[config.mk]
export PLATFORM = sky130hd
export DESIGN_NAME = reg_wb_ctrl
export DESIGN_NICKNAME = d
export VERILOG_FILES = /design/src/rtl/reg_wb_ctrl.sv
export SDC_FILE = /design/constraint.sdc
export NUM_CORES = 1
export LEC_CHECK = 0
export BUFFER_PORTS_ARGS = -buffer_cell sky130_fd_sc_hd__buf_2
export CORE_ASPECT_RATIO = 1.4
export CORE_MARGIN = 2
export CORE_UTILIZATION = 45
export CTS_CLUSTER_DIAMETER = 30
export DETAILED_ROUTE_END_ITERATION = 6
export GPL_ROUTABILITY_DRIVEN = 0
export PLACE_DENSITY = 0.81
export SLEW_MARGIN = 25
export SYNTH_ARGS = -nofsm -noshare
export SYNTH_HDL_FRONTEND = slang
export SYNTH_SLANG_ARGS = --single-unit
[constraint.sdc]
create_clock -name clk -period 6.1 [get_ports clk]
set_clock_uncertainty 0.2 [all_clocks]
set_input_delay 1.22 -clock clk [delete_from_list [all_inputs] [get_ports clk]]
set_output_delay 1.22 -clock clk [all_outputs]
set_load 0.05 [all_outputs]
[src/rtl/reg_wb_ctrl.sv]
// Register-file writeback arbiter: merges ALU results and buffered load returns onto
// the single write port, and keeps a per-register load-pending scoreboard for issue stall.
module reg_wb_ctrl #(
  parameter int DATA_WIDTH = 8,
  parameter int FIFO_DEPTH = 2
) (
  input  logic                          clk,
  input  logic                          rst_n,
  input  logic                          alu_valid,
  input  logic [2:0]                    alu_rd,
  input  logic [DATA_WIDTH-1:0]         alu_data,
  input  logic                          ld_issue,
  input  logic [2:0]                    ld_rd,
  input  logic                          mem_valid,
  output logic                          mem_ready,
  input  logic [2:0]                    mem_rd,
  input  logic [DATA_WIDTH-1:0]         mem_data,
  input  logic [2:0]                    chk_rs1,
  input  logic [2:0]                    chk_rs2,
  input  logic [2:0]                    chk_rd,
  output logic                          stall,
  output logic                          wr_en,
  output logic [2:0]                    wr_rd,
  output logic [DATA_WIDTH-1:0]         wr_din,
  output logic [7:0]                    busy,
  output logic [$clog2(FIFO_DEPTH):0]   fifo_cnt
);
  localparam int AW = $clog2(FIFO_DEPTH);
  localparam int CW = AW + 1;

  logic [FIFO_DEPTH-1:0][2:0]            rd_mem_q;
  logic [FIFO_DEPTH-1:0][DATA_WIDTH-1:0] dat_mem_q;
  logic [AW-1:0]         wr_ptr_q, wr_ptr_d, rd_ptr_q, rd_ptr_d;
  logic [CW-1:0]         cnt_q, cnt_d;
  logic                  wr_en_q, wr_en_d, from_fifo_q, from_fifo_d;
  logic [2:0]            wr_rd_q, wr_rd_d;
  logic [DATA_WIDTH-1:0] wr_din_q, wr_din_d;
  logic [7:0]            busy_q, busy_d;
  logic                  push, pop;

  assign mem_ready = rst_n && (cnt_q < CW'(FIFO_DEPTH));
  assign push      = mem_valid && mem_ready;
  assign pop       = !alu_valid && (cnt_q != '0);

  always_comb begin
    wr_ptr_d    = wr_ptr_q;
    rd_ptr_d    = rd_ptr_q;
    cnt_d       = cnt_q + CW'(push) - CW'(pop);
    wr_en_d     = 1'b0;
    wr_rd_d     = wr_rd_q;
    wr_din_d    = wr_din_q;
    from_fifo_d = 1'b0;
    busy_d      = busy_q;
    if (push) wr_ptr_d = wr_ptr_q + AW'(1);
    // ALU always wins the port; a queued load waits until an ALU-free cycle.
    if (alu_valid) begin
      wr_en_d  = (alu_rd != 3'd0);
      wr_rd_d  = alu_rd;
      wr_din_d = alu_data;
    end else if (pop) begin
      rd_ptr_d    = rd_ptr_q + AW'(1);
      wr_en_d     = (rd_mem_q[rd_ptr_q] != 3'd0);
      wr_rd_d     = rd_mem_q[rd_ptr_q];
      wr_din_d    = dat_mem_q[rd_ptr_q];
      from_fifo_d = 1'b1;
    end
    // Clear on the commit edge of a load write so dependents only read the new value.
    if (wr_en_q && from_fifo_q) busy_d[wr_rd_q] = 1'b0;
    if (ld_issue && ld_rd != 3'd0) busy_d[ld_rd] = 1'b1;
    busy_d[0] = 1'b0;
  end

  always_ff @(posedge clk) begin
    if (!rst_n) begin
      wr_ptr_q    <= '0;
      rd_ptr_q    <= '0;
      cnt_q       <= '0;
      wr_en_q     <= 1'b0;
      wr_rd_q     <= '0;
      wr_din_q    <= '0;
      from_fifo_q <= 1'b0;
      busy_q      <= '0;
    end else begin
      wr_ptr_q    <= wr_ptr_d;
      rd_ptr_q    <= rd_ptr_d;
      cnt_q       <= cnt_d;
      wr_en_q     <= wr_en_d;
      wr_rd_q     <= wr_rd_d;
      wr_din_q    <= wr_din_d;
      from_fifo_q <= from_fifo_d;
      busy_q      <= busy_d;
    end
  end

  always_ff @(posedge clk) begin
    if (push) begin
      rd_mem_q[wr_ptr_q]  <= mem_rd;
      dat_mem_q[wr_ptr_q] <= mem_data;
    end
  end

  assign stall    = busy_q[chk_rs1] | busy_q[chk_rs2] | busy_q[chk_rd];
  assign wr_en    = wr_en_q;
  assign wr_rd    = wr_rd_q;
  assign wr_din   = wr_din_q;
  assign busy     = busy_q;
  assign fifo_cnt = cnt_q;
endmodule
==> impl_metrics.csv <==
group,metric,value,unit
status,status,"completed",
synthesis,syn_avg_cell_area,11.6,um2
synthesis,synth_edf_count,22,
synthesis,synth_top_cell_by_area,"edfxtp_1",
timing,fin_tns_setup,0,ns
floorplan,die_x,60.2,um
clock_tree,cts_resized,0,
final_layout,nNetsFinal,273,
synthesis,yosysMostFrequentCell,"dfxtp_1",
worst_setup_path,worstSetupPathType,"in -> out",
clock_tree,clk_pin_slew,0.08,ns
synthesis,synthTopCellsByCount,"24 x dfxtp_1, 22 x edfxtp_1, 20 x nor2_1",
synthesis,synth_area_leaders,"edfxtp_1 33%, dfxtp_1 24%, mux2i_1 7.6%",
synthesis,ys_warn_count,0,
worst_setup_path,cpMostUsedCell,"buf_2",
placement,place_hpwl,3060,um
clock_tree,max-clock-path-buffers,2,
clock_tree,cts_tree,"built",
floorplan,die_y,82.6,um
synthesis,async_reset_ff_frac,0,
floorplan,rows,28,
worst_setup_path,crit_slowest_cell,"mux4_1",
route,wl,4030,um
worst_setup_path,worstSetupEndpointType,"output pin",
placement,io_buffers,61,
worst_setup_path,required,4.68,ns
route,wl_per_cell,13.8,um
clock_tree,clock_sinks,46,
floorplan,pin_count,63,
hold_path,hold_class,"reg -> reg",
pwr,power,0.932,mW
final_layout,drive_gt1_frac,0.330,
synthesis,synth.distinct_cells,36,
synthesis,ys_ff_latch,46,
pwr,ir_drop,0.223,mV
clock_tree,numCtsBuffers,5,
route,vias,1517,
worst_setup_path,cp-start-kind,"primary input",
synthesis,ys.flop_type,"dfxtp_1",
clock_tree,cts_htree_levels,2,
final_layout,multi_input_comb_area,788,um2
global_routing,grt_pass1_wl,6440,um
global_routing,first_global_vias,1464,
synthesis,synth_top_area_frac,0.332,
route,final_antenna_net_count,0,
worst_setup_path,cp.arrival,2.37,ns
final_layout,antennaDiodeCount,0,
timing,finalMaxSlewViolations,0,
synthesis,syn_inst,171,
clock_tree,hold_buffers,0,
pwr,p_leak,1.05,nW
final_layout,num-fill-cells,362,
floorplan,initial_core_util,0.469,
timing,max_freq,264,MHz
clock_tree,root_buffer,"clkbuf_8",
synthesis,ys_seq_area_frac,0.574,
route,drcViolationCount,0,
pwr,powerDensity,378,nW/um2
synthesis,synth_area,1990,um2
timing,rsz0062_at_grt,"no",
timing,fin_crit_sh,0.622,
worst_setup_path,cpPeakStageDelay,0.54,ns
final_layout,ff_latch_area,1140,um2
route,drtIter0Drc,103,
timing,max_slew.worst_pin.slew,0.914,ns
floorplan,core,4240,um2
worst_setup_path,worstPathCellList,"buf_2 > mux4_1 > a22oi_1 > nand3_1 > buf_2",
worst_setup_path,reg2reg_slack,4.02,ns
worst_setup_path,cp_max_fo,3,
timing,slew-limit-headroom,0.387,
route,routed_via_density,5.18,
timing,fin_crit,3.79,ns
global_routing,grtUsageTotal,0.179,
global_routing,overflow,0,
clock_tree,clk_latency,0.30,ns
global_routing,grt_max_degree,24,
clock_tree,cts_setup_buffers,0,
synthesis,syn_nets,212,
timing,hold_viol_final,0,
flow_run,cap_violations,0,
timing,setup_violations,0,
global_routing,antenna_found_initial,0,
final_layout,area_delta_synth_final,24.2,%
route,first_pass_iters,4,
floorplan,die_area,4970,um2
==> power by group <==
group / leakage (nW) / switching [mW] / internal [mW] / total (mW)
Clock: 0.0714 / 0.0981 / 0.175 / 0.273
Sequential: 0.399 / 0.0374 / 0.362 / 0.399
Combinational: 0.577 / 0.170 / 0.0900 / 0.260
==> state kept, by name (all words and copies together) (netlist names) <==
register	count
rd_ptr_q	1
from_fifo_q	1
busy	7
rd_mem_q	6
wr_ptr_q	1
wr_din	8
dat_mem_q	16
fifo_cnt	2
wr_en	1
wr_rd	3
==> layout make-up <==
class,instances,area share
Timing Repair Buffer,61,0.124
Clock inverter,2,0.0243
Tap cell,60,0.0304
Clock buffer,6,0.0335
Sequential cell,46,0.462
Multi-Input combinational cell,114,0.319
Inverter,4,0.00609
==> logic make-up (layout without fill, tap and decap cells) <==
family / Yosys count / count (layout) / synth area share
AOI/OAI and AO/OA: 33 / 33 / 0.102
xor gates and xnor gates: 4 / 4 / 0.0176
adders and majority gates: 2 / 2 / 0.0126
buffers and inverters: 11 / 73 / 0.0290
DFF: 46 / 46 / 0.574
muxes: 22 / 22 / 0.138
other: 1 / 1 / 0.00189
and+or+nand+nor: 52 / 52 / 0.125
==> worst max-delay path, delay by kind of cell <==
family | cells | cell delay, ns
AND/OR/NAND/NOR | 1 | 0.09
buffers and inverters | 2 | 0.32
AO/OA/AOI/OAI | 1 | 0.20
multiplexers | 1 | 0.54
==> metrics by stage <==
stage               cell area [um2]  setup slack, ns  hold WS [ns]  utilization  cells
global placement               2320             2.31         0.277        0.548    285
floorplan                      1990             2.34         0.293            -    171
finish                         2470             2.31         0.304        0.582    293
detailed placement             2320             2.30         0.288        0.548    285
CTS                            2470             2.30         0.308        0.582    293
global route                   2470             2.22         0.329        0.582    293
==> final timing paths <==
check                                 start     endpoint  depth (start not counted)
worst max-delay path             chk_rs1[0]        stall                          5
worst min-delay path              wr_din[3]    wr_din[3]                          2
worst max register to register  fifo_cnt[1]  fifo_cnt[1]                          8
worst min register to register    wr_din[3]    wr_din[3]                          2
==> routing by layer <==
layer | GRT usage | wire [um] | part of all wire | vias up
met5 | 0 | 0 | 0 | -
met2 | 0.315 | 2090 | 0.52 | 59
met1 | 0.188 | 1530 | 0.38 | 707
met3 | 0.0607 | 321 | 0.080 | 9
met4 | 0.0867 | 89 | 0.022 | 0
li1 | - | - | - | 742
==> layout by cell type (no fill, tap or decap), types with 2 or more instances in the layout <==
cell	n
nor3b_1	2
nand2b_1	2
buf_2	61
a21oi_1	10
bufinv_16	2
xor2_1	3
nand3_1	6
inv_1	4
nand2_1	11
nor2_1	20
clkbuf_8	6
o21ai_0	14
nor2b_1	4
mux4_2	2
mux2i_1	15
a222oi_1	4
nand3b_1	2
edfxtp_1	22
dfxtp_1	24
mux2_2	2
ha_1	2
mux2_4	2
No activity file was read; power rests on OpenSTA's default activity.
